### config.mk
export PLATFORM = sky130hd
export DESIGN_NAME = arcade_pause_ctrl
export DESIGN_NICKNAME = d
export VERILOG_FILES = /design/src/rtl/arcade_pkg.sv /design/src/rtl/pause_dim_timer.sv /design/src/rtl/arcade_pause_ctrl.sv
export SDC_FILE = /design/constraint.sdc
export NUM_CORES = 1
export LEC_CHECK = 0
export ABC_CLOCK_PERIOD_IN_PS = 1900
export CORE_ASPECT_RATIO = 1.25
export CORE_UTILIZATION = 47
export CTS_CLUSTER_SIZE = 28
export DETAILED_ROUTE_END_ITERATION = 16
export PLACE_DENSITY = 0.83
export SETUP_SLACK_MARGIN = 0.15
export SYNTH_ARGS = -nofsm -noshare
export SYNTH_HDL_FRONTEND = slang
export SYNTH_SLANG_ARGS = --single-unit
### constraint.sdc
create_clock -name clk_sys -period 1.9 [get_ports clk_sys]
set_clock_uncertainty 0.15 [all_clocks]
set_input_delay 0.475 -clock clk_sys [delete_from_list [all_inputs] [get_ports clk_sys]]
set_output_delay 0.475 -clock clk_sys [all_outputs]
set_load 0.05 [all_outputs]
### src/rtl/arcade_pkg.sv
// Shared definitions for the arcade pause/dim controller.
package arcade_pkg;

    // Bit positions inside the options bus.
    localparam int OPT_OSD = 0;
    localparam int OPT_DIM = 1;

    // Counter width able to hold 0..n-1; never narrower than one bit.
    function automatic int cnt_w(input int n);
        return (n > 1) ? $clog2(n) : 1;
    endfunction

endpackage

### src/rtl/pause_dim_timer.sv
// Idle timer: counts whole seconds while enabled and raises dim_active once
// DIM_SECS seconds have elapsed. Dropping the enable clears everything.
module pause_dim_timer
    import arcade_pkg::*;
#(
    parameter int CLK_HZ   = 12_000_000,
    parameter int DIM_SECS = 10
) (
    input  logic clk_sys,
    input  logic reset,
    input  logic en,
    output logic dim_active
);

    localparam int PW = cnt_w(CLK_HZ);
    localparam int SW = cnt_w(DIM_SECS + 1);
    localparam logic [PW-1:0] PRE_LAST = PW'(CLK_HZ - 1);
    localparam logic [SW-1:0] SEC_MAX  = SW'(DIM_SECS);

    logic [PW-1:0] pre_cnt;
    logic [SW-1:0] sec_cnt;

    // Prescaler wraps once per second; seconds saturate; dim follows saturation one cycle later.
    always_ff @(posedge clk_sys) begin
        if (reset || !en) begin
            pre_cnt    <= '0;
            sec_cnt    <= '0;
            dim_active <= 1'b0;
        end else begin
            if (pre_cnt == PRE_LAST) begin
                pre_cnt <= '0;
                if (sec_cnt != SEC_MAX)
                    sec_cnt <= sec_cnt + SW'(1);
            end else begin
                pre_cnt <= pre_cnt + PW'(1);
            end
            dim_active <= (sec_cnt == SEC_MAX);
        end
    end

endmodule

### src/rtl/arcade_pause_ctrl.sv
// Pause and dim controller: merges user, OSD and system pause requests into
// a registered CPU halt, optionally frame-aligns the local pause, and dims
// the RGB stream after a programmable idle time.
module arcade_pause_ctrl
    import arcade_pkg::*;
#(
    parameter int RW          = 3,
    parameter int GW          = 3,
    parameter int BW          = 2,
    parameter int CLK_HZ      = 12_000_000,
    parameter int NREQ        = 2,
    parameter int DIM_SECS    = 10,
    parameter int DIM_SHIFT   = 1,
    parameter int SYNC_VBLANK = 1
) (
    input  logic               clk_sys,
    input  logic               reset,
    input  logic               user_button,
    input  logic [NREQ-1:0]    pause_request,
    input  logic [1:0]         options,
    input  logic               OSD_STATUS,
    input  logic               vblank,
    input  logic [RW+GW+BW-1:0] rgb_in,
    output logic [RW+GW+BW-1:0] rgb_out,
    output logic               pause_cpu,
    output logic               dim_active
);

    localparam int CW = RW + GW + BW;

    logic btn_q;
    logic user_pause;
    logic loc_req;
    logic loc_eff;
    logic timer_en;
    logic dimmed;

    // Button edge detect; each rising edge flips the user pause state.
    always_ff @(posedge clk_sys) begin
        if (reset) begin
            btn_q      <= 1'b0;
            user_pause <= 1'b0;
        end else begin
            btn_q <= user_button;
            if (user_button && !btn_q)
                user_pause <= ~user_pause;
        end
    end

    assign loc_req = user_pause | (options[OPT_OSD] & OSD_STATUS);

    generate
        if (SYNC_VBLANK != 0) begin : g_sync
            logic vblank_q;
            logic eff_q;

            // Local pause only changes on the vblank rising edge, so a request
            // that comes and goes between two frames is never seen.
            always_ff @(posedge clk_sys) begin
                if (reset) begin
                    vblank_q <= 1'b0;
                    eff_q    <= 1'b0;
                end else begin
                    vblank_q <= vblank;
                    if (vblank && !vblank_q)
                        eff_q <= loc_req;
                end
            end

            assign loc_eff = eff_q;
        end else begin : g_imm
            assign loc_eff = loc_req;
        end
    endgenerate

    // System requests bypass frame alignment and act on the next cycle.
    always_ff @(posedge clk_sys) begin
        if (reset)
            pause_cpu <= 1'b0;
        else
            pause_cpu <= loc_eff | (|pause_request);
    end

    // Only a local pause may dim the picture; system requests never do.
    assign timer_en = loc_eff & options[OPT_DIM];

    pause_dim_timer #(
        .CLK_HZ   (CLK_HZ),
        .DIM_SECS (DIM_SECS)
    ) u_timer (
        .clk_sys    (clk_sys),
        .reset      (reset),
        .en         (timer_en),
        .dim_active (dim_active)
    );

    logic [RW-1:0] r_in;
    logic [GW-1:0] g_in;
    logic [BW-1:0] b_in;

    assign r_in = rgb_in[CW-1 -: RW];
    assign g_in = rgb_in[GW+BW-1 -: GW];
    assign b_in = rgb_in[BW-1:0];

    // Gating with reset keeps the picture untouched while reset is held,
    // before the dim register itself has cleared.
    assign dimmed  = dim_active & ~reset;
    assign rgb_out = dimmed ? {r_in >> DIM_SHIFT, g_in >> DIM_SHIFT, b_in >> DIM_SHIFT}
                            : rgb_in;

endmodule

==> results.yml, run 1 <==
synthesis:
  synth_async_sr_flop_share_pct: 0
  synth_flop_cell: "dfxtp_1"
  synth_edf_count: 0
  ys_seq_elements: 34
  synthesis.area_mm2: 0.00164
  synthCells: 187
  syn_avg_cell_area_um2: 8.77
  ys_types: 35
  synth_fp_nets: 207
  yosysWarnings: 0
  seq_area_frac_synth_pct: 41.5
power_and_ir_drop:
  pwr_density_cell_mw_per_mm2: 593
  p_sw_share_pct: 24.1
  intPower_w: 0.00109
  clockPowerShare_pct: 39.2
  p_leak_nw: 0.930
  vdd_ir_drop_max_mv: 0.491
  p_seq_share_pct: 50.5
  p_comb_share_pct: 10.3
  power_switching_w: 0.000347
  finalPower_w: 0.00144
clocking:
  clk-insertion-delay-late_ps: 290
  cts_tree: "built"
  cts_buffer_depth: 2
  ctsHtreeMaxLevel: 2
  clock_sinks: 34
  clkTransAtPathRegs_ps: 70
  numCtsBuffers: 5
  cts-root-buf: "clkbuf_8"
critical_path:
  arrival_ps: 2100
  crit_path_start_kind: "flop"
  cp-startpoint: "u_timer.pre_cnt[13]$_SDFF_PP0_"
  end_kind: "flop"
  cp.required_ps: 1980
  reg2reg_from: "u_timer.pre_cnt[13]$_SDFF_PP0_"
  crit_type: "reg2reg"
  crit_fanout: 7
placement:
  place_congestion: 0.777
  portBuffers: 26
  dp_hpwl_mm: 2.85
layout:
  seq_area_um2: 687
  nNetsFinal: 269
  synthToLayoutAreaGrowth_pct: 47.7
  final_cell_mix: "buf_4, dfxtp_1, a21oi_1, nor2_1"
  postLayoutCoreUtil_pct: 73.9
  fill_cells: 238
  multi_input_area_um2: 951
  drive_gt1_share_pct: 33.2
  diodes: 0
  final_common_cell: "buf_4"
floorplanning:
  ios: 27
  coreArea_mm2: 0.00328
  start_util_pct: 50.0
  die_height_um: 68.1
  fp.dieW_um: 54.8
  std_cell_rows: 23
  dieArea_mm2: 0.00373
detailed_routing:
  vias: 1612
  firstDrtPassIters: 4
  routed_wirelength_mm: 4.15
  drt_iter0_drc: 35
  drc_errors: 0
  viasPerCell: 5.62
  antenna_left: 0
  wire_per_inst_um: 14.4
timing:
  finalCriticalPeriod_ps: 2020
  rsz0062_at_grt: "true"
  setup_viol: 4
  drv_slew: 0
  slew_headroom_pct: 78.8
  fmaxAchievable_mhz: 495
  worst_pin_slew_ps: 315
  setup_ws_ps: -119
  post-route-period-util_pct: 106
  hold_violations: 0
global_routing:
  grt_pass1_wl_mm: 6.35
  grt_pass1_vias: 1508
  grt_usage_pct: 24.2
  grt_overflow: 0
  antenna_found_initial: 0
  grt_max_degree: 20
hold_path:
  hold_class: "reg2reg"
  hp-start: "u_timer.pre_cnt[0]$_SDFF_PP0_"
flow_run:
  max_cap_violations: 0
outcome:
  outcome: "finished, violations left"
  violations: "setup timing"
[state kept, by name, indices dropped and copies added (netlist names)]
register,cells
u_timer.sec_cnt,4
g_sync.vblank_q,1
u_timer.pre_cnt,24
u_timer.dim_active,1
g_sync.eff_q,1
user_pause,1
btn_q,1
pause_cpu,1
[metrics by stage]
stage          worst slack, ps  TNS, ps  area, um^2  hold slack, ps  cells
2_1_floorplan             -146    -1840        1680             276    187
3_3_place_gp              -350    -3010        2200             293    273
3_5_place_dp              -368    -3580        2200             303    273
4_1_cts                   -118     -323        2360             282    284
5_1_grt                   -171     -623        2420             302    287
6_report                  -119     -336        2420             287    287
[worst max-delay path, cell delays in order, from the launching register on]
cell and delay (ps):
dfxtp_2 320, or3_4 380, or4_4 470, or4_1 510, a21oi_1 120
[Yosys cell counts, drive strengths merged (2+ instances only)]
cell	number	share of area, %
ha	3	2.3
xnor2	2	1.1
inv	7	1.6
nand2	9	2.1
or3	5	1.9
buf	3	1.3
clkbuf	6	1.4
xor2	9	4.8
nand3	10	3.1
or4	10	4.8
and3	5	2.0
dfxtp	34	41
nor3	3	0.92
nor2b	3	1.1
nand4bb	2	1.7
mux2	5	3.4
nor2	15	3.4
o21ai	6	1.8
a21oi	17	5.2
and2	4	1.5
and4	2	1.1
nand4	10	3.8
o31ai	8	3.7
nand3b	2	0.92
[power by group through the flow]
stage,sequential [W],clock [W],combinational (W)
after floorplan,0.000746,0,0.0000632
after global placement,0.000741,0,0.000137
after detailed placement,0.000742,0,0.000140
after CTS,0.000726,0.000573,0.000146
after global routing,0.000726,0.000604,0.000156
final,0.000726,0.000563,0.000148
[logic make-up (layout without fill, tap and decap cells)]
group	Yosys count	after routing	share of synthesized area, %
multiplexers	5	5	3.43
XOR/XNOR	11	11	5.87
AO/OA/AOI/OAI	36	36	13.6
adder cells (fa/ha/maj)	3	3	2.29
flip-flops	34	34	41.5
AND/OR/NAND/NOR	82	82	29.1
buffers and inverters	16	79	4.27
[worst paths after layout]
| kind | endpoint | slack, ps | cells past startpoint |
|---|---|---|---|
| worst max-delay path | u_timer.sec_cnt[2]$_SDFFE_PP0P_ | -120 | 4 |
| worst min-delay path | u_timer.pre_cnt[0]$_SDFF_PP0_ | 290 | 1 |
| worst max register to register | u_timer.sec_cnt[2]$_SDFFE_PP0P_ | -120 | 4 |
| worst min register to register | u_timer.pre_cnt[0]$_SDFF_PP0_ | 290 | 1 |
[repair_timing]
item	in CTS	in global routing
endpoints found under the setup margin	31	32
pin swaps	3	6
setup buffers	3	3
gates resized for setup	31	13
gates cloned	0	0
hold buffers	0	0
[routing by layer]
| metal | part of all wire [%] | global-route usage [%] |
|---|---|---|
| met1 | 37 | 23.7 |
| met2 | 55 | 44.0 |
| met3 | 5.3 | 7.56 |
| met4 | 1.9 | 12.2 |
| met5 | 0 | 0 |
[cell type report]
class / instances / share of cell area [%]
multi-input cells: 137 / 39.2
flip-flops and latches: 34 / 28.3
repair buffers: 64 / 25.5
clock buffers: 6 / 3.41
well taps: 37 / 1.91
inverters: 7 / 1.08
clock inverters: 2 / 0.516
Power figures use the tool's default switching activity.
==> run 2: changes to the inputs <==
Settings changed: SLEW_MARGIN set to 15.
==> results of run 2 <==
The final DEF is identical to that of run 1; final timing and power are the same.
